**src/rtl/serial_add_sequencer.sv**
```systemverilog
// Bit-serial add/subtract unit: one full-adder cell time-shared over WIDTH bits,
// one bit per clock, with a start/done handshake and NZCV flags.

module full_adder (
   input  logic in1,
   input  logic in2,
   input  logic cin,
   output logic sum,
   output logic cout
);

   assign sum  = in1 ^ in2 ^ cin;
   assign cout = (in1 & in2) | (cin & (in1 ^ in2));

endmodule

module serial_add_sequencer #(
   parameter int unsigned WIDTH = 64
) (
   input  logic             clk,
   input  logic             reset,
   input  logic             start,
   input  logic             sub,
   input  logic [WIDTH-1:0] a,
   input  logic [WIDTH-1:0] b,
   output logic             ready,
   output logic             busy,
   output logic             done,
   output logic [WIDTH-1:0] result,
   output logic             negative,
   output logic             zero,
   output logic             carry_out,
   output logic             overflow
);

   localparam int unsigned CW = $clog2(WIDTH);
   localparam logic [CW-1:0] CNT_LAST   = CW'(WIDTH - 1);
   localparam logic [CW-1:0] CNT_PENULT = CW'(WIDTH - 2);

   typedef enum logic [1:0] {
      S_IDLE = 2'd0,
      S_RUN  = 2'd1,
      S_DONE = 2'd2
   } state_t;

   state_t           state_q, state_d;
   logic [WIDTH-1:0] sh_a_q, sh_a_d;
   logic [WIDTH-1:0] sh_b_q, sh_b_d;
   logic [WIDTH-1:0] res_sh_q, res_sh_d;
   logic [CW-1:0]    count_q, count_d;
   logic             carry_q, carry_d;
   logic             cprev_q, cprev_d;
   logic [WIDTH-1:0] result_q, result_d;
   logic             negative_q, negative_d;
   logic             zero_q, zero_d;
   logic             carry_out_q, carry_out_d;
   logic             overflow_q, overflow_d;
   logic             ready_q, ready_d;
   logic             busy_q, busy_d;
   logic             done_q, done_d;

   logic fa_sum;
   logic fa_cout;

   full_adder u_fa (
      .in1  (sh_a_q[0]),
      .in2  (sh_b_q[0]),
      .cin  (carry_q),
      .sum  (fa_sum),
      .cout (fa_cout)
   );

   // Next-state, datapath shifting and registered-output decode
   always_comb begin
      state_d     = state_q;
      sh_a_d      = sh_a_q;
      sh_b_d      = sh_b_q;
      res_sh_d    = res_sh_q;
      count_d     = count_q;
      carry_d     = carry_q;
      cprev_d     = cprev_q;
      result_d    = result_q;
      negative_d  = negative_q;
      zero_d      = zero_q;
      carry_out_d = carry_out_q;
      overflow_d  = overflow_q;

      unique case (state_q)
         S_IDLE: begin
            if (start) begin
               // Subtraction is a + ~b + 1: the +1 enters as the initial carry
               sh_a_d  = a;
               sh_b_d  = sub ? ~b : b;
               carry_d = sub;
               count_d = '0;
               state_d = S_RUN;
            end
         end
         S_RUN: begin
            sh_a_d   = sh_a_q >> 1;
            sh_b_d   = sh_b_q >> 1;
            res_sh_d = {fa_sum, res_sh_q[WIDTH-1:1]};
            carry_d  = fa_cout;
            count_d  = count_q + CW'(1);
            if (count_q == CNT_PENULT) begin
               cprev_d = fa_cout;
            end
            if (count_q == CNT_LAST) begin
               state_d     = S_DONE;
               result_d    = res_sh_d;
               carry_out_d = fa_cout;
               overflow_d  = cprev_q ^ fa_cout;
               negative_d  = fa_sum;
               zero_d      = (res_sh_d == '0);
            end
         end
         S_DONE: begin
            state_d = S_IDLE;
         end
         default: begin
            state_d = S_IDLE;
         end
      endcase

      ready_d = (state_d == S_IDLE);
      busy_d  = (state_d == S_RUN);
      done_d  = (state_d == S_DONE);
   end

   always_ff @(posedge clk or negedge reset) begin
      if (!reset) begin
         state_q     <= S_IDLE;
         sh_a_q      <= '0;
         sh_b_q      <= '0;
         res_sh_q    <= '0;
         count_q     <= '0;
         carry_q     <= 1'b0;
         cprev_q     <= 1'b0;
         result_q    <= '0;
         negative_q  <= 1'b0;
         zero_q      <= 1'b0;
         carry_out_q <= 1'b0;
         overflow_q  <= 1'b0;
         ready_q     <= 1'b1;
         busy_q      <= 1'b0;
         done_q      <= 1'b0;
      end else begin
         state_q     <= state_d;
         sh_a_q      <= sh_a_d;
         sh_b_q      <= sh_b_d;
         res_sh_q    <= res_sh_d;
         count_q     <= count_d;
         carry_q     <= carry_d;
         cprev_q     <= cprev_d;
         result_q    <= result_d;
         negative_q  <= negative_d;
         zero_q      <= zero_d;
         carry_out_q <= carry_out_d;
         overflow_q  <= overflow_d;
         ready_q     <= ready_d;
         busy_q      <= busy_d;
         done_q      <= done_d;
      end
   end

   assign ready     = ready_q;
   assign busy      = busy_q;
   assign done      = done_q;
   assign result    = result_q;
   assign negative  = negative_q;
   assign zero      = zero_q;
   assign carry_out = carry_out_q;
   assign overflow  = overflow_q;

endmodule

```
**config.mk**
```make
export PLATFORM = sky130hd
export DESIGN_NAME = serial_add_sequencer
export DESIGN_NICKNAME = d
export VERILOG_FILES = /design/src/rtl/serial_add_sequencer.sv
export SDC_FILE = /design/constraint.sdc
export NUM_CORES = 1
export LEC_CHECK = 0
export ABC_AREA = 1
export BUFFER_PORTS_ARGS = -buffer_cell sky130_fd_sc_hd__buf_2
export CAP_MARGIN = 20
export CORE_MARGIN = 10
export CORE_UTILIZATION = 45
export CTS_BUF_LIST = sky130_fd_sc_hd__clkbuf_2 sky130_fd_sc_hd__clkbuf_4 sky130_fd_sc_hd__clkbuf_8
export DETAILED_ROUTE_END_ITERATION = 10
export GPL_TIMING_DRIVEN = 0
export PLACE_DENSITY_LB_ADDON = 0.12
export RECOVER_POWER = 100
export SYNTH_ARGS = -nofsm -noshare
export SYNTH_HDL_FRONTEND = slang
export SYNTH_HIERARCHICAL = 1
export SYNTH_SLANG_ARGS = --single-unit
export TNS_END_PERCENT = 20
```
**constraint.sdc**
```tcl
create_clock -name clk -period 2.05 [get_ports clk]
set_input_delay 0.41 -clock clk [delete_from_list [all_inputs] [get_ports clk]]
set_output_delay 0.41 -clock clk [all_outputs]
set_load 0.02 [all_outputs]
```
* After elaboration in Yosys (flattened, before gate mapping)
Cells that the tools add are included.
** Cells by class
- Add/sub/neg operators :: 1
- Eq/ne operators :: 6
- Mux-type cells :: 12
- Bitwise logic cells :: 7
- Reductions and logical operators :: 7
** Operators by type and width (count)
- one-hot mux 64 bit (2 select lines) :: 2
- 2-to-1 mux 64 bit :: 3
- logical NOT 64 bit :: 1
- inverter 64 bit :: 1
- == test 6 bit (second input constant) :: 2
- one-hot mux 6 bit (2 select lines) :: 1
- adder 6 x 1 -> 6 bit (second input constant) :: 1
- 2-to-1 mux 6 bit :: 1
- AND reduction 2 bit :: 3
- == test 2 x 1 -> 1 bit (second input constant) :: 2
- logical NOT 2 bit :: 2
- 2-to-1 mux 2 bit :: 2
- one-hot mux 2 bit (2 select lines) :: 1
- bitwise XOR 1 bit :: 3
- AND 1 bit :: 2
- == test 2 bit (second input constant) :: 1
- != test 2 bit (second input constant) :: 1
- one-hot mux 1 bit (2 select lines) :: 1
- nonzero test 2 bit :: 1
- 2-to-1 mux 1 bit :: 1
- bitwise OR 1 bit :: 1
** Storage, ports and cells
- Flip-flop bits (word level) :: 273
- Input port bits :: 132
- Output and inout port bits :: 71
- Word-level logic and storage cells :: 48

* Depth between registers and ports, before layout
- Depth after elaboration :: 4
- Depth in mapped cells :: 9
- Mapped depth without buffers :: 8

* Hierarchy
The synthesis kept the hierarchy.
** By module, submodules not included
- serial_add_sequencer :: times used 1, cells each 1249, area an instance 11549.8 sq um, sequential area each 6782.8 sq um
- full_adder :: times used 1, cells each 1, area an instance 20.0 sq um, sequential area each 0.0 sq um

* Worst setup path after synthesis
Ideal clock, no wire load.
- Kind :: flip-flop to flip-flop
- From :: register sh_a_q[0]
- To :: register zero_q, in the netlist zero
- Setup time :: 0.065 ns
- Data arrival time :: 1.375 ns
- Data required time :: 1.985 ns
- Slack :: 0.610 ns
- Cell stages (with the launch flop) :: 9
- Buffers on the path :: 0
- Period minus slack after synthesis :: 1.440 ns
- Cells stage by stage :: dfrtp_1 > fa_1 > nor2_1 > nand2_1 > nor2_1 > nand2_1 > nor2_1 > nand3_1 > nand2_1
** Between the ends
- Word-level cells in the longest chain between the ends :: 3
** Ends and longest elaborated chain
- start: declaration :: line 47 : logic [WIDTH-1:0] sh_a_q, sh_a_d;
- start signal: assignment :: line 133 : sh_a_q <= '0;
- start signal: assignment :: line 149 : sh_a_q <= sh_a_d;
- bitwise XOR 1 bit (2 in series) :: line 12 : assign sum = in1 ^ in2 ^ cin;
- net fa_sum :: line 62 : logic fa_sum;
- logical NOT 64 bit :: line 114 : zero_d = (res_sh_d == '0);
- end signal: assignment :: line 157 : zero_q <= zero_d;
- end: declaration :: line 55 : logic zero_q, zero_d;
The timed path passes the listed nets, and every way through them passes these cells.
A chain may end at the register's enable or synchronous reset.

* Worst setup path in the final report
- From :: register state_q[0]
- To :: register sh_a_q[23]
** Between the ends
- Word-level cells in the longest chain between the ends :: 3
- Elaborated cells on any way between the ends :: 6
- Those cells by class :: eq/ne (2); mux (1); reduce/logical (3)
** Ends and longest elaborated chain
- start: declaration :: line 46 : state_t state_q, state_d;
- start signal: assignment :: line 148 : state_q <= state_d;
- == test 2 x 1 -> 1 bit / logical NOT 2 bit (equally long branches) :: line 88 : unique case (state_q)
- nonzero test 2 bit (no source line) / != test 2 bit (equally long branches)
- AND reduction 2 bit (no source line)
Parallel ways exist; a longest one is shown, timed or not.

==> impl_metrics.env <==
export IMPL_utilization_pct=55.35
export IMPL_critical_path_top_cell_by_count="inv_1"
export IMPL_dpl_worst_slack_ps=281.7
export IMPL_ir_worst_vdd_v=0.0005953
export IMPL_clock_power_share_pct=29.3
export IMPL_placedInstanceArea_sq_um=13050
export IMPL_cts_buffer_count=46
export IMPL_synth_top_cell_area_share_pct=58.40
export IMPL_syn_area_per_cell_sq_um=9.256
export IMPL_setup_viol_count_final=0
export IMPL_maxcap_violations=0
export IMPL_combinationalPowerShare_pct=25.1
export IMPL_cts_tree="yes"
export IMPL_grt_start_max_net_pins=119
export IMPL_global_route_overflow_total=0
export IMPL_critPathArrivalTime_ps=2200
export IMPL_io_pin_count=203
export IMPL_drt_iter0_markers=588
export IMPL_detail_route_first_pass_iterations=5
export IMPL_crit_required_ps=2440
export IMPL_h_tree_depth=2
export IMPL_detailed_route_wl_microns=29360
export IMPL_timing_hold_worst_path_depth=3
export IMPL_power_sequential_fraction_pct=45.6
export IMPL_hp_class="in -> reg"
export IMPL_leakagePower_nw=6.688
export IMPL_seq_area_frac_synth_pct=58.62
export IMPL_critical_path_max_fanout=10
export IMPL_status="complete, no violations"
export IMPL_area_growth_syn_to_layout_pct=20.81
export IMPL_number_of_antenna_violations_at_the_first_check_in_global_routing=6
export IMPL_rows=58
export IMPL_clockRootBuffer="clkbuf_8"
export IMPL_clkLatencyLatePin_ps=550
export IMPL_die_area_sq_um=32520
export IMPL_worst_setup_path_end_kind="register"
export IMPL_cpPeakStageDelay_ps=490
export IMPL_design_area_sq_um=13980
export IMPL_number_of_library_cell_types_mapped_by_synthesis=30
export IMPL_detailroute_via_count=9141
export IMPL_synth_top_cells_by_count="nand2_1, dfrtp_1, o21ai_0"
export IMPL_yosys_warning_total=6
export IMPL_critPathLaunchType="register"
export IMPL_initial_core_util_pct=45.81
export IMPL_criticalPathCategory="reg -> reg"
export IMPL_share_of_final_layout_standard_cells_stronger_than_drive_strength_1_pct=17.37
export IMPL_cell_count_after_synthesis=1250
export IMPL_biggest_area_contributors_in_the_synthesized_netlist="dfrtp_1, nand2_1, xnor2_1"
export IMPL_postCtsSetupRepairBufs=0
export IMPL_min_period_over_period_pct=88.40
export IMPL_postCtsHoldBufs=1
export IMPL_gpl_final_weighted_congestion=0.8058
export IMPL_first_global_vias=9547
export IMPL_asyncSetResetFlopFracSynth_pct=100.0
export IMPL_clock_skew_final_ps=24.32
export IMPL_place_port_buffers=201
export IMPL_gates_resized_cts_repair=0
export IMPL_timing_critical_path_cells="inv_1 > nor2_1 > inv_1 > clkbuf_1 > clkbuf_2 > o221ai_1"
export IMPL_post_route_worst_setup_slack_ps=237.7
export IMPL_slew_limit_headroom_pct=57.24
export IMPL_power_density_nw_per_um2=1288
export IMPL_route_detailed_vias_per_inst=4.883
export IMPL_critPathSlowestCell="clkbuf_1"
export IMPL_min_period_ps=1812
export IMPL_p_sw_share_pct=33.32
export IMPL_library_cell_with_the_largest_summed_area_after_synthesis="dfrtp_1"
export IMPL_globalRouteTotalUtil_pct=17.72
export IMPL_fmax_mhz=551.8
export IMPL_syn_cell_area_sq_um=11570
export IMPL_yosys_register_bits=271
export IMPL_floorplan_die_height_microns=180.3
export IMPL_synth_most_common_cell="nand2_1"
export IMPL_wl_per_cell_microns=15.69
export IMPL_net_switching_power_mw=5.999
export IMPL_core_area_sq_um=25250
export IMPL_ctsLongestPathBuffers=3
export IMPL_internal_portion_of_total_power_mw=12.01
export IMPL_path_clk_slew_ps=60
export IMPL_fillerInstances=2424
export IMPL_grt_pass1_wl_microns=48390
export IMPL_timing_final_hold_violations=0
export IMPL_detail_route_antenna_nets=0
export IMPL_tightest_slew_ps=641.4
export IMPL_slew_viol_final=0
export IMPL_cts_sinks=271
export IMPL_synth_edff_count=0
export IMPL_synth_flop_cell="dfrtp_1"
export IMPL_rsz0062_at_grt="no"
export IMPL_drc=0
export IMPL_synth_nets=1385
export IMPL_die_width_microns=180.3
export IMPL_nNetsFinal=1637
export IMPL_dpl_hpwl_microns=21300
export IMPL_worst_r2r_path_depth=6
-- metrics by stage --
stage,power [mW],hold WS (ps),setup TNS [ps],std cells
floorplan,11.33,114.4,0,1250
global placement,12.86,456.8,-1216190,1781
detailed placement,13.01,298.1,0,1783
CTS,18.34,46.99,0,1867
global route,19.32,68.18,0,1868
finish,18.01,73.31,0,1872
-- cell usage in the layout, fill, tap and decap left out, types with 2 or more instances in the layout --
| cell type | synthesis | layout |
|---|---|---|
| buf_16 | 0 | 2 |
| nand2_1 | 445 | 447 |
| mux2i_1 | 2 | 2 |
| inv_1 | 75 | 76 |
| nor2_1 | 42 | 43 |
| clkbuf_1 | 23 | 101 |
| nand3_1 | 36 | 37 |
| o21ai_0 | 103 | 116 |
| xnor2_1 | 65 | 65 |
| ha_1 | 2 | 2 |
| clkbuf_8 | 0 | 60 |
| buf_4 | 7 | 7 |
| diode_2 | 0 | 5 |
| buf_2 | 42 | 153 |
| a22oi_1 | 16 | 16 |
| o21ai_1 | 18 | 5 |
| o211ai_1 | 56 | 56 |
| dfrtp_1 | 270 | 270 |
| clkbuf_4 | 0 | 14 |
| clkbuf_2 | 2 | 15 |
| clkinv_2 | 0 | 6 |
| a31oi_1 | 2 | 2 |
| nand4_1 | 3 | 3 |
| o221ai_1 | 24 | 24 |
| bufinv_16 | 0 | 2 |
-- worst paths after layout --
check / slack, ps / startpoint / endpoint
worst min register to register: 480 / sh_a_q[63] / sh_a_q[63]
worst max register to register: 240 / state_q[0] / sh_a_q[23]
worst max-delay path: 240 / state_q[0] / sh_a_q[23]
max in group asynchronous: 360 / reset / sh_b_q[14]
min in group asynchronous: 330 / reset / result[42]
worst min-delay path: 70 / a[44] / sh_a_q[44]
-- power by group through the flow --
| stage | registers [mW] | logic (mW) | clock network, mW |
|---|---|---|---|
| 6_report | 8.22 | 4.52 | 5.27 |
| 3_5_place_dp | 8.27 | 4.73 | 0 |
| 2_1_floorplan | 8.44 | 2.89 | 0 |
| 4_1_cts | 8.20 | 4.75 | 5.39 |
| 5_1_grt | 8.45 | 5.21 | 5.66 |
| 3_3_place_gp | 8.23 | 4.63 | 0 |
-- flip-flops by register name, indices dropped and copies added, names as in the netlist --
signal / count
res_sh_q: 63
cprev_q: 1
zero: 1
sh_b_q: 64
overflow: 1
state_q: 2
done: 1
ready: 1
carry_out: 1
count_q: 6
sh_a_q: 64
carry_q: 1
result: 64
busy: 1
-- critical path, delay by kind of cell (launching register included) --
kind | cells | cell delay [ps]
simple gates | 1 | 80
flops | 1 | 360
compound gates | 1 | 140
buf+inv | 4 | 1090
-- layout make-up --
type	count	area, sq um	share of cell area (%)
Sequential cell	271	6783	48.53
Multi-Input combinational cell	823	4080	29.19
Timing Repair Buffer	204	992.2	7.099
Clock buffer	74	930.9	6.660
Tap cell	330	412.9	2.954
Buffer	78	375.4	2.686
Inverter	78	292.8	2.095
Clock inverter	9	97.59	0.6982
Antenna cell	5	12.51	0.08952
-- kinds of logic (layout without fill, tap and decap cells) --
logic type                 count (synthesis)  after routing  synth area share, %
muxes                                      2              2               0.1730
AOI/OAI and AO/OA                        220            220                11.88
and+or+nand+nor                          533            533                18.05
adders and majority gates                  3              3               0.3893
xor gates and xnor gates                  65             65                4.921
buffers and inverters                    156            443                5.959
DFF                                      271            271                58.62
other                                      0              5                    0
-- per-layer routing --
layer | track usage [%] | vias up | routed length, microns
li1 | - | 4571 | -
met1 | 23.53 | 4328 | 13590
met2 | 28.32 | 211 | 13710
met3 | 4.819 | 29 | 1696
met4 | 4.101 | 2 | 350
met5 | 0 | - | 13
Power figures use the tool's default switching activity.
